File: config.mk
export PLATFORM = sky130hd
export DESIGN_NAME = cmd_arbiter_flat
export DESIGN_NICKNAME = d
export VERILOG_FILES = /design/src/rtl/cmd_arbiter_if.sv /design/src/rtl/cmd_arbiter.sv /design/src/flat_wrapper.sv
export SDC_FILE = /design/constraint.sdc
export NUM_CORES = 1
export LEC_CHECK = 0
export ABC_CLOCK_PERIOD_IN_PS = 5700
export CAP_MARGIN = 30
export CORE_MARGIN = 2
export CORE_UTILIZATION = 40
export DETAILED_ROUTE_END_ITERATION = 6
export PLACE_DENSITY = 0.8
export SLEW_MARGIN = 10
export SYNTH_ARGS = -nofsm -noshare
export SYNTH_HDL_FRONTEND = slang
export SYNTH_SLANG_ARGS = --single-unit
File: constraint.sdc
create_clock -name clk_i -period 5.7 [get_ports clk_i]
set_input_delay 1.14 -clock clk_i [delete_from_list [all_inputs] [get_ports clk_i]]
set_output_delay 1.14 -clock clk_i [all_outputs]
set_load 0.03 [all_outputs]
File: src/rtl/cmd_arbiter_if.sv
// -----------------------------------------------------------------------------
// cmd_arbiter_if
//   Bundle for the command arbiter. It carries the N_REQ requester command
//   channels in, and the single arbitrated command strobe plus ownership
//   status out.
//   slave  : arbiter side. Requester fields are inputs; ready, command, grant
//            and locked are outputs.
//   master : requester/controller side. The same signals with directions
//            reversed.
// -----------------------------------------------------------------------------
interface cmd_arbiter_if #(
    parameter int N_REQ      = 2,
    parameter int ADDR_WIDTH = 16,
    parameter int DATA_WIDTH = 32
);
    logic [N_REQ-1:0]                 req_valid_i;
    logic [N_REQ-1:0]                 req_lock_i;
    logic [N_REQ-1:0][ADDR_WIDTH-1:0] req_addr_i;
    logic [N_REQ-1:0][DATA_WIDTH-1:0] req_data_i;
    logic [N_REQ-1:0]                 req_ready_o;
    logic                             cmd_valid_o;
    logic [ADDR_WIDTH-1:0]            cmd_addr_o;
    logic [DATA_WIDTH-1:0]            cmd_data_o;
    logic [N_REQ-1:0]                 grant_o;
    logic                             locked_o;

    modport slave (
        input  req_valid_i, req_lock_i, req_addr_i, req_data_i,
        output req_ready_o, cmd_valid_o, cmd_addr_o, cmd_data_o, grant_o, locked_o
    );

    modport master (
        output req_valid_i, req_lock_i, req_addr_i, req_data_i,
        input  req_ready_o, cmd_valid_o, cmd_addr_o, cmd_data_o, grant_o, locked_o
    );
endinterface

File: src/rtl/cmd_arbiter.sv
// -----------------------------------------------------------------------------
// cmd_arbiter
//   Round-robin arbiter that merges N_REQ command requesters onto one register
//   write strobe. A requester can hold ownership across several beats by
//   raising req_lock_i. The hold ends when it drops lock on a beat, when it
//   reaches MAX_LOCK beats, or when it goes quiet for IDLE_TIMEOUT cycles.
//   Ports:
//     clk_i    : clock; all state updates on the rising edge
//     rst_n_i  : synchronous active-low reset
//     bus      : cmd_arbiter_if.slave. It carries the requester valid, lock,
//                addr and data in, and ready, cmd_valid/addr/data, grant and
//                locked out.
// -----------------------------------------------------------------------------
module cmd_arbiter #(
    parameter int N_REQ        = 2,
    parameter int ADDR_WIDTH   = 16,
    parameter int DATA_WIDTH   = 32,
    parameter int MAX_LOCK     = 16,
    parameter int IDLE_TIMEOUT = 64
) (
    input  logic          clk_i,
    input  logic          rst_n_i,
    cmd_arbiter_if.slave  bus
);
    localparam int IW = (N_REQ > 1) ? $clog2(N_REQ) : 1;

    typedef enum logic {IDLE, LOCKED} state_t;

    state_t                state_q, state_d;
    logic [IW-1:0]         last_q, owner_q;
    logic [7:0]            beat_q, idle_q;
    logic                  cmd_valid_q;
    logic [ADDR_WIDTH-1:0] cmd_addr_q;
    logic [DATA_WIDTH-1:0] cmd_data_q;

    // Round-robin pick. Scan from last_q+1 and wrap. last_q is the last
    // requester to transfer.
    logic          sel_found;
    logic [IW-1:0] sel_idx, cand;
    always_comb begin
        sel_found = 1'b0;
        sel_idx   = '0;
        cand      = '0;
        for (int k = 1; k <= N_REQ; k++) begin
            cand = IW'((int'(last_q) + k) % N_REQ);
            if (!sel_found && bus.req_valid_i[cand]) begin
                sel_found = 1'b1;
                sel_idx   = cand;
            end
        end
    end

    // When the quiet counter hits the limit, the owner loses the lock on the
    // next edge. Its ready is withheld in that cycle so that no beat slips out.
    logic       timeout;
    logic [N_REQ-1:0] ready, grant;
    assign timeout = (idle_q >= 8'(IDLE_TIMEOUT));

    // Output logic: ready and grant.
    always_comb begin
        ready = '0;
        grant = '0;
        if (rst_n_i) begin
            if (state_q == IDLE) begin
                if (sel_found) begin
                    grant[sel_idx] = 1'b1;
                    ready[sel_idx] = 1'b1;
                end
            end else begin
                grant[owner_q] = 1'b1;
                if (bus.req_valid_i[owner_q] && !timeout)
                    ready[owner_q] = 1'b1;
            end
        end
    end

    logic          xfer, xfer_lock;
    logic [IW-1:0] xfer_idx;
    logic [7:0]    beat_inc;
    assign xfer      = |(ready & bus.req_valid_i);
    assign xfer_idx  = (state_q == IDLE) ? sel_idx : owner_q;
    assign xfer_lock = bus.req_lock_i[xfer_idx];
    assign beat_inc  = (beat_q == 8'hFF) ? beat_q : beat_q + 8'd1;

    // Next-state logic.
    always_comb begin
        state_d = state_q;
        case (state_q)
            IDLE: begin
                if (xfer && xfer_lock && (MAX_LOCK > 1))
                    state_d = LOCKED;
            end
            LOCKED: begin
                if (timeout)
                    state_d = IDLE;
                else if (xfer && (!xfer_lock || beat_inc >= 8'(MAX_LOCK)))
                    state_d = IDLE;
            end
            default: state_d = IDLE;
        endcase
    end

    // State register.
    always_ff @(posedge clk_i) begin
        if (!rst_n_i) state_q <= IDLE;
        else          state_q <= state_d;
    end

    // Datapath and counters. last_q tracks every transfer. On release the
    // owner was therefore the last to move, so the scan restarts at owner+1.
    always_ff @(posedge clk_i) begin
        if (!rst_n_i) begin
            last_q      <= IW'(N_REQ - 1);
            owner_q     <= '0;
            beat_q      <= '0;
            idle_q      <= '0;
            cmd_valid_q <= 1'b0;
            cmd_addr_q  <= '0;
            cmd_data_q  <= '0;
        end else begin
            cmd_valid_q <= xfer;
            if (xfer) begin
                last_q     <= xfer_idx;
                cmd_addr_q <= bus.req_addr_i[xfer_idx];
                cmd_data_q <= bus.req_data_i[xfer_idx];
            end
            if (state_q == IDLE) begin
                if (state_d == LOCKED) begin
                    owner_q <= xfer_idx;
                    beat_q  <= 8'd1;
                    idle_q  <= '0;
                end
            end else if (state_d == IDLE) begin
                beat_q <= '0;
                idle_q <= '0;
            end else if (xfer) begin
                beat_q <= beat_inc;
                idle_q <= '0;
            end else if (!bus.req_valid_i[owner_q]) begin
                idle_q <= idle_q + 8'd1;
            end
        end
    end

    assign bus.req_ready_o = ready;
    assign bus.grant_o     = grant;
    assign bus.locked_o    = (state_q == LOCKED);
    assign bus.cmd_valid_o = cmd_valid_q;
    assign bus.cmd_addr_o  = cmd_addr_q;
    assign bus.cmd_data_o  = cmd_data_q;
endmodule

File: src/flat_wrapper.sv
// flat-port wrapper written by rule: the top's interface ports become plain ports
module cmd_arbiter_flat 
#(
    parameter int N_REQ        = 2,
    parameter int ADDR_WIDTH   = 16,
    parameter int DATA_WIDTH   = 32,
    parameter int MAX_LOCK     = 16,
    parameter int IDLE_TIMEOUT = 64
)
  (clk_i, rst_n_i, bus_req_valid_i, bus_req_lock_i, bus_req_addr_i, bus_req_data_i, bus_req_ready_o, bus_cmd_valid_o, bus_cmd_addr_o, bus_cmd_data_o, bus_grant_o, bus_locked_o);
  cmd_arbiter_if #(.N_REQ(N_REQ), .ADDR_WIDTH(ADDR_WIDTH), .DATA_WIDTH(DATA_WIDTH)) bus_i ();
  input  logic clk_i;
  input  logic rst_n_i;
  input wire logic [$bits(bus_i.req_valid_i)-1:0] bus_req_valid_i;
  input wire logic [$bits(bus_i.req_lock_i)-1:0] bus_req_lock_i;
  input wire logic [$bits(bus_i.req_addr_i)-1:0] bus_req_addr_i;
  input wire logic [$bits(bus_i.req_data_i)-1:0] bus_req_data_i;
  output wire logic [$bits(bus_i.req_ready_o)-1:0] bus_req_ready_o;
  output wire logic [$bits(bus_i.cmd_valid_o)-1:0] bus_cmd_valid_o;
  output wire logic [$bits(bus_i.cmd_addr_o)-1:0] bus_cmd_addr_o;
  output wire logic [$bits(bus_i.cmd_data_o)-1:0] bus_cmd_data_o;
  output wire logic [$bits(bus_i.grant_o)-1:0] bus_grant_o;
  output wire logic [$bits(bus_i.locked_o)-1:0] bus_locked_o;
  assign bus_i.req_valid_i = bus_req_valid_i;
  assign bus_i.req_lock_i = bus_req_lock_i;
  assign bus_i.req_addr_i = bus_req_addr_i;
  assign bus_i.req_data_i = bus_req_data_i;
  assign bus_req_ready_o = bus_i.req_ready_o;
  assign bus_cmd_valid_o = bus_i.cmd_valid_o;
  assign bus_cmd_addr_o = bus_i.cmd_addr_o;
  assign bus_cmd_data_o = bus_i.cmd_data_o;
  assign bus_grant_o = bus_i.grant_o;
  assign bus_locked_o = bus_i.locked_o;
  cmd_arbiter #(.N_REQ(N_REQ), .ADDR_WIDTH(ADDR_WIDTH), .DATA_WIDTH(DATA_WIDTH), .MAX_LOCK(MAX_LOCK), .IDLE_TIMEOUT(IDLE_TIMEOUT)) u_core (.clk_i(clk_i), .rst_n_i(rst_n_i), .bus(bus_i));
endmodule
==> results.sh, run 1 <==
export IMPL_status="finished, final reports clean"
export IMPL_async_flop_share=0
export IMPL_yosys_warnings=0
export IMPL_fin_util=0.665
export IMPL_critPathRequiredTime_ps=4560
export IMPL_yosysTopAreaCell="dfxtp_1"
export IMPL_die_w_um=91.7
export IMPL_ys_ff_latch=68
export IMPL_grt_pass1_vias=2838
export IMPL_holdCritPathClass="reg2reg"
export IMPL_cts_root_buf="clkbuf_8"
export IMPL_vias=2950
export IMPL_setup_ws_ps=1490
export IMPL_max_slew_margin=0.545
export IMPL_gp_congestion=0.789
export IMPL_rsz0062_at_grt="false"
export IMPL_clockBufferDepth=2
export IMPL_final_hold_violation_count=0
export IMPL_ios=156
export IMPL_startpoint_type="input port"
export IMPL_htree_levels=3
export IMPL_numPortBuffers=155
export IMPL_cts_tree="built"
export IMPL_critPathSlowestCell="clkdlybuf4s50_1"
export IMPL_post_place_ws_ps=1500
export IMPL_worst_ep_arrival_time_ps=3070
export IMPL_fillers=606
export IMPL_setup_viol=0
export IMPL_worst_path_largest_cell_delay_ps=670
export IMPL_grt_max_degree=98
export IMPL_path_delay_family="buffers and inverters"
export IMPL_grt_usage=0.195
export IMPL_timing_setup_tns_ps=0
export IMPL_ir_worst_vdd_v=0.000124
export IMPL_coreArea_sq_um=7370
export IMPL_nets=585
export IMPL_synth_fp_nets=437
export IMPL_initial_core_util=0.418
export IMPL_crit_chain="clkdlybuf4s50_1 -> a21boi_1 -> mux2i_4 -> nor2_1 -> and2_1 -> clkdlybuf4s50_1"
export IMPL_antenna_cells=0
export IMPL_cts_buffers=9
export IMPL_p_leak_nw=2.09
export IMPL_synthTopCellsByArea="dfxtp_1, mux2i_1, a211oi_1"
export IMPL_worst_pin_slew_ps=676
export IMPL_dp_hpwl_um=6070
export IMPL_die_area_sq_um=8420
export IMPL_antenna_found_initial=0
export IMPL_min_period_over_period=0.739
export IMPL_synthCells=333
export IMPL_grt_overflow_total=0
export IMPL_die_h_um=91.7
export IMPL_wirelength_um=8340
export IMPL_holdWs_ps=476
export IMPL_synth_edff_count=0
export IMPL_dr_pass1_iters=4
export IMPL_worst_path_buf_inv=2
export IMPL_synthFlopType="dfxtp_1"
export IMPL_clkSinkCount=68
export IMPL_netlist_area_sq_um=3080
export IMPL_synthMostInstantiatedCell="dfxtp_1"
export IMPL_synth_avg_cell_area_sq_um=9.25
export IMPL_fmax_mhz=237
export IMPL_crit_fanout=4
export IMPL_seq_area_frac_synth=0.442
export IMPL_synthTopCellsByCount="dfxtp_1, nor2_1, mux2i_1, a211oi_1, clkbuf_1"
export IMPL_hold_buffers=0
export IMPL_crit_type="in2out"
export IMPL_drive_gt1_frac=0.0597
export IMPL_drc=0
export IMPL_clk_pin_slew_worst_paths_ps=70
export IMPL_syn_to_final_growth_pct=59.2
export IMPL_min_period_ps=4210
export IMPL_post_cts_resized=0
export IMPL_drt_iter0_markers=85
export IMPL_skew_ps=12.1
export IMPL_p_per_area_nw_per_um2=272
export IMPL_report_final_slew_viol_count=0
export IMPL_viasPerCell=5.04
export IMPL_cts_setup_buffers=0
export IMPL_cp_end_kind="output port"
export IMPL_grt_pass1_wl_um=13500
export IMPL_ant_nets=0
export IMPL_synth_cell_types=39
export IMPL_clk_latency_ps=330
export IMPL_worst_path_most_repeated_cell="clkdlybuf4s50_1"
export IMPL_num_rows=31
export IMPL_wl_per_cell_um=14.2
export IMPL_maxCapViolations=0
export IMPL_synth_top_cell_area_share=0.442
-- metrics by stage --
stage	area (sq um)	power (mW)	instances
finish	4900	1.33	585
global placement	4700	0.963	568
detailed placement	4700	0.972	568
CTS	4880	1.35	584
global route	4900	1.40	585
floorplan	3080	0.784	333
-- final timing paths --
path	startpoint	endpoint	slack [ps]	cells past startpoint
setup / recovery	bus_req_valid_i[1]	bus_req_ready_o[1]	1490	6
hold / removal	u_core.idle_q[5]	u_core.idle_q[5]	480	1
setup reg to reg	u_core.bus.locked_o	u_core.idle_q[3]	3150	7
hold reg to reg	u_core.idle_q[5]	u_core.idle_q[5]	480	1
-- logic make-up after synthesis --
group | Yosys count | synth area share
adders and majority gates | 2 | 0.00813
and+or+nand+nor | 102 | 0.148
muxes | 55 | 0.184
xor gates and xnor gates | 2 | 0.00569
DFF | 68 | 0.442
buffers and inverters | 27 | 0.0337
AOI/OAI and AO/OA | 77 | 0.179
-- layout make-up --
type	count	area (sq um)	share of cell area
well taps	99	124	0.0253
flip-flops and latches	68	1360	0.278
clock inverters	5	52.6	0.0107
repair buffers	159	1590	0.325
clock buffers	11	131	0.0268
multi-input cells	238	1620	0.331
inverters	5	18.8	0.00383
-- metal layers --
metal  part of all wire  global-route usage  routed length [um]
met1               0.43               0.232                3560
met2               0.49               0.338                4070
met3              0.074              0.0542                 619
met4              0.011              0.0634                  91
met5                  0                   0                   0
-- placed cells by master (no fill, tap or decap), types with 2 or more instances in the layout --
master           count
mux2_2               3
and3_1               7
a21oi_1              9
and2_1               2
nor2_1              64
nand3_1              8
mux2i_1             51
nand2_1             10
ha_1                 2
clkdlybuf4s50_1    155
clkbuf_8             9
a31oi_1              2
o21ai_0              6
inv_1                3
o31ai_1              2
inv_2                2
clkinv_2             3
buf_4                3
a211oi_1            49
dfxtp_1             68
clkbuf_1             2
a21oi_2              2
nor3_1               2
-- flip-flops by register name, indices dropped and copies added (netlist names) --
name / flops
u_core.beat_q: 8
u_core.idle_q: 8
u_core.bus.locked_o: 1
u_core.bus.cmd_addr_o: 16
u_core.owner_q: 1
u_core.bus.cmd_data_o: 32
u_core.last_q: 1
u_core.bus.cmd_valid_o: 1
-- report_power, final --
part	internal [mW]	total [mW]	switching, mW
Clock	0.200	0.373	0.173
Sequential	0.520	0.545	0.0255
Combinational	0.201	0.416	0.215
Total	0.921	1.33	0.413
Note: power is estimated with default switching activity, not from simulation.
==> inputs of run 2 (changes only) <==
ABC_CLOCK_PERIOD_IN_PS = 4100   (was 5700)
clock period = 4.1 ns   (was 5.7 ns; I/O delays follow)
==> run 2 against run 1 <==
  * Total power up 35%
  * Die area unchanged
  * Global-route usage down 0.34 points
  * Sequential share of layout area up 0.16 points
  * Critical path depth unchanged
  * Clock skew down 7.0 ps
  * Critical endpoint unchanged
==> results.sh, run 2 (synthesized netlist as in run 1, its figures left out) <==
export IMPL_antenna_cells=0
export IMPL_die_area_sq_um=8420
export IMPL_mostFrequentLayoutCell="clkdlybuf4s50_1"
export IMPL_worst_path_most_repeated_cell="clkdlybuf4s50_1"
export IMPL_grt_overflow_total=0
export IMPL_skew_ps=5.08
export IMPL_hold_buffers=0
export IMPL_wl_per_cell_um=14.2
export IMPL_fillers=628
export IMPL_path_delay_family="buffers and inverters"
export IMPL_holdWs_ps=485
export IMPL_clk_pin_slew_worst_paths_ps=70
export IMPL_maxCapViolations=0
export IMPL_antenna_found_initial=0
export IMPL_die_w_um=91.7
export IMPL_final_hold_violation_count=0
export IMPL_ios=156
export IMPL_final_area_sq_um=4880
export IMPL_final_cell_mix="clkdlybuf4s50_1, dfxtp_1, nor2_1, mux2i_1, a211oi_1"
export IMPL_gp_congestion=0.860
export IMPL_wirelength_um=8280
export IMPL_cp_end_kind="output port"
export IMPL_p_leak_nw=2.08
export IMPL_grt_pass1_wl_um=13200
export IMPL_nets=585
export IMPL_numPortBuffers=155
export IMPL_worst_ep_arrival_time_ps=2750
export IMPL_dp_hpwl_um=6150
export IMPL_p_per_area_nw_per_um2=370
export IMPL_drt_iter0_markers=103
export IMPL_critPathRequiredTime_ps=3280
export IMPL_drive_gt1_frac=0.0617
export IMPL_crit_type="in2out"
export IMPL_startpoint_type="input port"
export IMPL_clkSinkCount=68
export IMPL_worst_path_largest_cell_delay_ps=670
export IMPL_seq_area_sq_um=1360
export IMPL_min_period_ps=3570
export IMPL_grt_max_degree=58
export IMPL_fmax_mhz=280
export IMPL_dr_pass1_iters=4
export IMPL_cts_tree="built"
export IMPL_worst_pin_slew_ps=679
export IMPL_cts_setup_buffers=0
export IMPL_dp_cells=569
export IMPL_num_rows=31
export IMPL_crit_fanout=4
export IMPL_max_slew_margin=0.543
export IMPL_rsz0062_at_grt="false"
export IMPL_multi_input_area_sq_um=1620
export IMPL_holdCritPathClass="reg2reg"
export IMPL_cts_buffers=9
export IMPL_largest_reg_flops=32
export IMPL_setup_viol=0
export IMPL_ir_worst_vdd_v=0.000195
export IMPL_critPathSlowestCell="clkdlybuf4s50_1"
export IMPL_vias=2988
export IMPL_clk_latency_ps=320
export IMPL_coreArea_sq_um=7370
export IMPL_syn_to_final_growth_pct=58.4
export IMPL_grt_pass1_vias=2832
export IMPL_min_period_over_period=0.870
export IMPL_place_area_sq_um=4710
export IMPL_viasPerCell=5.11
export IMPL_cts_root_buf="clkbuf_8"
export IMPL_die_h_um=91.7
export IMPL_fin_cells=585
export IMPL_drc=0
export IMPL_htree_levels=3
export IMPL_initial_core_util=0.418
export IMPL_ant_nets=0
export IMPL_status="finished, final reports clean"
export IMPL_rrSetupSlack_ps=1540
export IMPL_clockBufferDepth=2
export IMPL_report_final_slew_viol_count=0
export IMPL_crit_chain="clkdlybuf4s50_1 -> a21boi_1 -> mux2i_4 -> nor2_1 -> and2_1 -> clkdlybuf4s50_1"
export IMPL_post_cts_resized=0
export IMPL_timing_setup_tns_ps=0
export IMPL_worst_path_buf_inv=2
export IMPL_grt_usage=0.191
run 2: cell count changes in the layout (fill, tap and decap cells not counted):
cell,change
clkbuf_1,-1
buf_12,-1
clkbuf_8,+1
buf_4,+1
clkinv_2,+1
bufinv_16,-1
run 2: worst register-to-register path, stage by stage, from the launching register on:
cell and delay, ps:
dfxtp_1 510, inv_2 140, mux2i_4 220, buf_4 390, mux2_2 440, a21oi_1 480, inv_1 130, a31oi_1 180
run 2: metal layers:
metal	vias to the layer above	share of wire	GRT usage
met2	124	0.48	0.332
met1	1339	0.42	0.228
met3	11	0.082	0.0452
li1	1514	-	-
met5	-	0	0
met4	0	0.018	0.0746
run 2: worst paths after layout:
kind | cells after the start | to | start
worst min register to register | 1 | u_core.idle_q[4] | u_core.idle_q[4]
worst max register to register | 7 | u_core.idle_q[5] | u_core.bus.locked_o
worst min-delay path | 1 | u_core.idle_q[4] | u_core.idle_q[4]
worst max-delay path | 6 | bus_req_ready_o[1] | bus_req_valid_i[1]
run 2: stage by stage:
stage                      util  setup slack, ps  power, mW
after floorplan               -              819       1.09
after global placement    0.639              608       1.34
after detailed placement  0.639              540       1.35
after CTS                 0.662              542       1.83
after global routing      0.662              470       1.90
final                     0.662              532       1.80
run 2: cell type report:
cell class              count  area share
well taps                  99      0.0254
clock buffers              11      0.0290
multi-input cells         238       0.333
repair buffers            159       0.324
clock inverters             5     0.00565
flip-flops and latches     68       0.279
inverters                   5     0.00385
run 2: where the power goes:
part	total (mW)	leakage (nW)	switching [mW]	internal (mW)
Combinational	0.578	1.43	0.300	0.277
Sequential	0.758	0.563	0.0352	0.723
Clock	0.468	0.0889	0.236	0.232
Total	1.80	2.08	0.572	1.23
==> inputs of run 3 (changes only) <==
CTS_CLUSTER_DIAMETER = 120   (was unset)
==> results of run 3 <==
Final layout, timing and power as in run 2 (identical DEF).
